## src/rtl/if_stage_btb.sv

```systemverilog
// Instruction-fetch stage with PC register, one-entry skid buffer, IF/ID output register
// and a direct-mapped BTB (2-bit counters) that supplies the next-PC prediction.
module if_stage_btb #(
  parameter int unsigned   AW           = 32,
  parameter int unsigned   IW           = 32,
  parameter logic [AW-1:0] RESET_VECTOR = '0,
  parameter int unsigned   BTB_ENTRIES  = 16
) (
  input  logic          clk,
  input  logic          rst_n,
  input  logic          redirect_valid,
  input  logic [AW-1:0] redirect_target,
  input  logic          upd_valid,
  input  logic [AW-1:0] upd_pc,
  input  logic [AW-1:0] upd_target,
  input  logic          upd_taken,
  output logic          im_req,
  output logic [AW-1:0] im_addr,
  input  logic [IW-1:0] im_rdata,
  output logic          out_valid,
  input  logic          out_ready,
  output logic [IW-1:0] out_instr,
  output logic [AW-1:0] out_pc,
  output logic [AW-1:0] out_pci,
  output logic          out_pred_taken,
  output logic [AW-1:0] out_pred_target
);

  localparam int unsigned IDX = $clog2(BTB_ENTRIES);
  localparam int unsigned TW  = AW - IDX - 2;

  typedef struct packed {
    logic [AW-1:0] pc;
    logic          pred_taken;
    logic [AW-1:0] pred_target;
  } req_t;

  typedef struct packed {
    logic [IW-1:0] instr;
    req_t          req;
  } entry_t;

  logic [AW-1:0] pc;
  logic          infl_v;
  req_t          infl_q;
  logic          skid_v;
  entry_t        skid_q;
  entry_t        out_q;

  logic [BTB_ENTRIES-1:0] btb_valid;
  logic [TW-1:0]          btb_tag [BTB_ENTRIES];
  logic [AW-1:0]          btb_tgt [BTB_ENTRIES];
  logic [1:0]             btb_ctr [BTB_ENTRIES];

  logic [IDX-1:0] lk_idx;
  logic [TW-1:0]  lk_tag;
  logic           lk_taken;
  logic [AW-1:0]  pred_next;
  logic [IDX-1:0] up_idx;
  logic [TW-1:0]  up_tag;
  logic           up_hit;

  logic   slot_free;
  logic   stall_hold;
  logic   issue;
  logic   load;
  entry_t infl_e;
  entry_t load_e;

  // Word-offset bits of the update PC carry no BTB information.
  logic unused_upd_lsb;
  assign unused_upd_lsb = ^upd_pc[1:0];

  // BTB lookup on the current PC (reads pre-update contents).
  always_comb begin
    lk_idx    = pc[IDX+1:2];
    lk_tag    = pc[AW-1:IDX+2];
    lk_taken  = btb_valid[lk_idx] && (btb_tag[lk_idx] == lk_tag) && btb_ctr[lk_idx][1];
    pred_next = lk_taken ? btb_tgt[lk_idx] : pc + AW'(4);
  end

  assign up_idx = upd_pc[IDX+1:2];
  assign up_tag = upd_pc[AW-1:IDX+2];
  assign up_hit = btb_valid[up_idx] && (btb_tag[up_idx] == up_tag);

  // BTB training: saturating counters on hit, allocate weakly-taken on a taken miss.
  always_ff @(posedge clk or negedge rst_n) begin
    if (!rst_n) begin
      btb_valid <= '0;
      for (int unsigned i = 0; i < BTB_ENTRIES; i++) begin
        btb_tag[IDX'(i)] <= '0;
        btb_tgt[IDX'(i)] <= '0;
        btb_ctr[IDX'(i)] <= 2'b00;
      end
    end else if (upd_valid) begin
      if (up_hit) begin
        if (upd_taken) begin
          btb_tgt[up_idx] <= upd_target;
          if (btb_ctr[up_idx] != 2'b11) btb_ctr[up_idx] <= btb_ctr[up_idx] + 2'd1;
        end else if (btb_ctr[up_idx] != 2'b00) begin
          btb_ctr[up_idx] <= btb_ctr[up_idx] - 2'd1;
        end
      end else if (upd_taken) begin
        btb_valid[up_idx] <= 1'b1;
        btb_tag[up_idx]   <= up_tag;
        btb_tgt[up_idx]   <= upd_target;
        btb_ctr[up_idx]   <= 2'b10;
      end
    end
  end

  // Issue only when the returning word is guaranteed a place (out slot or empty skid).
  assign slot_free  = !out_valid || out_ready;
  assign stall_hold = infl_v && out_valid && !out_ready;
  assign issue      = !redirect_valid && !skid_v && !stall_hold;
  assign im_req     = rst_n && issue;
  assign im_addr    = pc;

  assign infl_e = '{instr: im_rdata, req: infl_q};
  assign load   = slot_free && (skid_v || infl_v);
  assign load_e = skid_v ? skid_q : infl_e;

  // PC, in-flight, skid and output registers; a redirect flushes everything in flight.
  always_ff @(posedge clk or negedge rst_n) begin
    if (!rst_n) begin
      pc        <= RESET_VECTOR;
      infl_v    <= 1'b0;
      infl_q    <= '0;
      skid_v    <= 1'b0;
      skid_q    <= '0;
      out_valid <= 1'b0;
      out_q     <= '0;
      out_pci   <= '0;
    end else if (redirect_valid) begin
      pc        <= redirect_target;
      infl_v    <= 1'b0;
      skid_v    <= 1'b0;
      out_valid <= 1'b0;
    end else begin
      infl_v <= issue;
      if (issue) begin
        pc     <= pred_next;
        infl_q <= '{pc: pc, pred_taken: lk_taken, pred_target: pred_next};
      end
      if (slot_free) begin
        out_valid <= load;
        if (load) begin
          out_q   <= load_e;
          out_pci <= load_e.req.pc + AW'(4);
        end
        skid_v <= skid_v && infl_v;
        if (skid_v && infl_v) skid_q <= infl_e;
      end else if (infl_v) begin
        skid_v <= 1'b1;
        skid_q <= infl_e;
      end
    end
  end

  assign out_instr       = out_q.instr;
  assign out_pc          = out_q.req.pc;
  assign out_pred_taken  = out_q.req.pred_taken;
  assign out_pred_target = out_q.req.pred_target;

endmodule
```

## config.mk

```make
export PLATFORM = sky130hd
export DESIGN_NAME = if_stage_btb
export DESIGN_NICKNAME = d
export VERILOG_FILES = /design/src/rtl/if_stage_btb.sv
export SDC_FILE = /design/constraint.sdc
export NUM_CORES = 2
export LEC_CHECK = 0
export ABC_AREA = 1
export CAP_MARGIN = 20
export CORE_MARGIN = 4
export CORE_UTILIZATION = 60
export DETAILED_ROUTE_END_ITERATION = 16
export PLACE_DENSITY_LB_ADDON = 0.08
export SLEW_MARGIN = 20
export SYNTH_ARGS = -nofsm -noshare
export SYNTH_HDL_FRONTEND = slang
export SYNTH_SLANG_ARGS = --single-unit
```

## constraint.sdc

```tcl
create_clock -name clk -period 6.77 [get_ports clk]
set_input_delay 1.6925 -clock clk [delete_from_list [all_inputs] [get_ports clk]]
set_output_delay 1.6925 -clock clk [all_outputs]
set_load 0.005 [all_outputs]
```

==> flow_summary.toml <==
[setup_path]
arrival_ns = 5.96
crit_family = "buffers and inverters"
critical_path_class = "input pin to register"
cp-end-kind = "register"
cp_common_cell = "nand2_1"
reg2reg_slack_ns = 1.59
crit_path_cell_trace = "clkdlybuf4s50_1 > nand2_1 > inv_1 > buf_4 > nand2_1 > nand2_1 > nor2_1 > nor2_1 > inv_1 > nand2_1 > nor2_1 > nand2_1 > nor2_2 > nand2_2 > nand3_2 > buf_12 > nand2_1 > o21ai_0"
worst_path_max_delay_cell = "inv_1"
r2r_end = "im_addr[5]$_DFFE_PN0P_"
cp.required_ns = 7.38
r2r_cells = 17
worstSetupStartpointType = "input pin"
r2r_start = "im_addr[3]$_DFFE_PN0P_"
worstPathMaxFanout = 24
slowest_delay_ns = 0.77
critical_path_buf_inv_count = 5

[timing]
skew_ns = 0.0231
fmax_mhz = 187
hold_viol = 0
rsz0062_at_grt = "no"
fin_crit_ns = 5.35
slew_headroom_pct = 24.2
worst_slew_pin_slew_ns = 1.13
post-route-period-util_pct = 79.0
setup_tns_ns = 0
setup_violations = 0
slew_viol_final = 0

[synth]
synth_nets = 8650
synth_common_cells = "nand2_1 (2789), o21ai_0 (1805), dfrtp_1 (1300), nor2_1 (532), inv_1 (489)"
postSynth.topFlopCell = "dfrtp_1"
async_flop_share_pct = 100
synthTopCellsByArea = "dfrtp_1 (50%), nand2_1 (16%), o21ai_0 (14%)"
synth_edf_count = 0
synth_top_cell_by_area = "dfrtp_1"
synth_most_common_cell = "nand2_1"
ys_ff_latch = 1300
synth_cell_type_count = 43
synthCells = 8512
yosysSeqAreaShare_pct = 50.5
synth_top_area_share_pct = 50.5
yosysWarnings = 0
syn_avg_cell_area_um2 = 7.57
syn_area_mm2 = 0.0644

[worst_hold_path]
hold_end = "btb_tgt[300]$_DFFE_PN0P_"
hold_depth = 2
hp-start = "btb_tgt[300]$_DFFE_PN0P_"
hold_path_class = "register to register"

[layout]
layout-drive-gt1-share_pct = 4.79
syn_to_final_growth_pct = 12.7
instances_no_fill = 9939
final_util_pct = 68.5
final_cell_area_mm2 = 0.0726
nets = 8578

[floorplanning]
rows = 119
coreArea_mm2 = 0.106
start_util_pct = 60.8
die_x_um = 336
ios = 297
die_y_um = 336
die-area_mm2 = 0.113

[drt]
drtIter0Drc = 6961
vias = 59637
wl_per_cell_um = 21.0
avgViaCountPerCell = 6.00
route.detailed.drc = 0
routed_wl_um = 209000
firstDrtPassIters = 9
ant_nets = 0

[clock_tree]
cts_max_path_buffers = 3
cts_num_sinks = 1300
cts_buffers = 141
clk_pin_slew_ns = 0.06
tritoncts = "yes"
cts_resized = 0
clock-root-buffer = "clkbuf_16"
cts_post_setup_buffers_inserted = 0
h-tree-depth = 4
ctsHoldBuffers = 0
clock_latency_ns = 0.77

[place]
dp.cells = 9688
dpl_cell_area_mm2 = 0.0680
place.gp.congestion = 0.943
io_buffers = 294
hpwl_um = 126000

[grt]
antenna_found_initial = 5
grt_pass1_wl_um = 323000
grt_overflow = 0
grt_pass1_vias = 55526
track_usage_pct = 36.9
grt_max_degree = 152

[pwr]
pwr-share-seq_pct = 43.5
finalPower_w = 0.0239
internal-power_w = 0.0160
clockPowerShare_pct = 32.2
ir_drop_mv = 0.237
combPwrFrac_pct = 24.3
leakagePower_nw = 34.6
power.switching_w = 0.00793
p_sw_share_pct = 33.2
powerDensity_mw_per_mm2 = 329

[flow_run]
cap_violations = 0

[outcome]
status = "completed"
==> layer usage <==
layer	share of wire [%]	track usage, %	vias to the layer above	wire (um)
li1	-	-	27671	-
met5	0.018	0	-	38
met2	44	55.7	3146	91600
met4	5.1	17.6	6	10600
met1	40	51.1	28204	83600
met3	11	8.15	610	23100
==> stage by stage <==
| stage | setup slack [ns] | hold slack, ns |
|---|---|---|
| 2_1_floorplan | 2.20 | 0.443 |
| 3_3_place_gp | 0.889 | 0.458 |
| 3_5_place_dp | 0.858 | 0.466 |
| 4_1_cts | 1.56 | 0.480 |
| 5_1_grt | 1.26 | 0.487 |
| 6_report | 1.42 | 0.477 |
==> worst reg2reg max path, cell delays in order, from the launching register on <==
cell,delay [ns]
dfrtp_4,0.74
inv_8,0.83
buf_4,0.61
o21ai_0,0.21
o211ai_1,0.19
nand3_1,0.32
nand3_1,0.21
nand2_1,0.07
inv_1,0.05
nand2_1,0.04
nor2_1,0.11
nand2_1,0.09
nor2_1,0.11
buf_4,0.20
nand2_1,0.69
nand2_1,0.24
nand3_1,0.24
nand2_1,0.14
==> logic make-up after synthesis <==
family / count (synthesis) / synth area share (%)
simple gates: 3699 / 22.5
fa+ha+maj: 4 / 0.0777
buf+inv: 1146 / 7.12
compound gates: 2321 / 19.3
flops: 1300 / 50.5
xor+xnor: 42 / 0.571
==> sequential cells by signal (all words and copies together), names as in the netlist <==
register / flops
btb_ctr: 32
btb_tag: 416
btb_tgt: 512
btb_valid: 16
im_addr: 32
infl_e: 65
infl_v: 1
out_instr: 32
out_pc: 32
out_pci: 30
out_pred_taken: 1
out_pred_target: 32
out_valid: 1
skid_q: 97
skid_v: 1
==> area by class of cell <==
| type | count | area, um^2 |
|---|---|---|
| diodes | 5 | 12.5 |
| clock inverters | 32 | 422 |
| inverters | 508 | 1930 |
| fillers | 8871 | 33400 |
| flip-flops and latches | 1300 | 32500 |
| clock buffers | 214 | 4160 |
| multi-input cells | 6066 | 27400 |
| repair buffers | 423 | 4380 |
| well taps | 1391 | 1740 |
==> layout by cell type (no fill, tap or decap), drive strengths merged <==
cell,instances
inv,514
clkdlybuf4s50,290
o211ai,135
clkinvlp,1
bufinv,6
a31oi,1
diode,5
nand4,50
dfrtp,1300
nor3,25
a221o,1
and2,3
nor2,536
a32o,23
o41ai,1
ha,4
xor2,37
o21ai,1828
nor3b,1
o221ai,4
or2,13
xnor2,5
o22ai,135
a21oi,137
o311ai,1
a211oi,1
nand3,269
a22o,1
buf,132
nand3b,1
nand2,2799
o21a,39
clkbuf,215
a22oi,14
nor4,2
clkinv,19
==> power groups by stage <==
stage | clock network, W | logic, W | registers, W
after global placement | 0 | 0.00555 | 0.0104
after global routing | 0.00810 | 0.00652 | 0.0106
after floorplan | 0 | 0.00364 | 0.0102
after detailed placement | 0 | 0.00570 | 0.0105
final | 0.00770 | 0.00580 | 0.0104
after CTS | 0.00777 | 0.00573 | 0.0104
==> worst max path at each step <==
stage,startpoint,endpoint,slack (ns),cells after the start
finish,upd_pc[5],btb_tag[321]$_DFFE_PN0P_,1.42,18
global route,upd_pc[5],btb_tag[299]$_DFFE_PN0P_,1.26,18
CTS,out_ready,im_req,1.56,6
detailed placement,upd_pc[5],btb_tag[313]$_DFFE_PN0P_,0.86,18
global placement,upd_pc[5],btb_tag[321]$_DFFE_PN0P_,0.89,18
floorplan,redirect_valid,im_req,2.20,6
No activity file was read; power rests on OpenSTA's default activity.
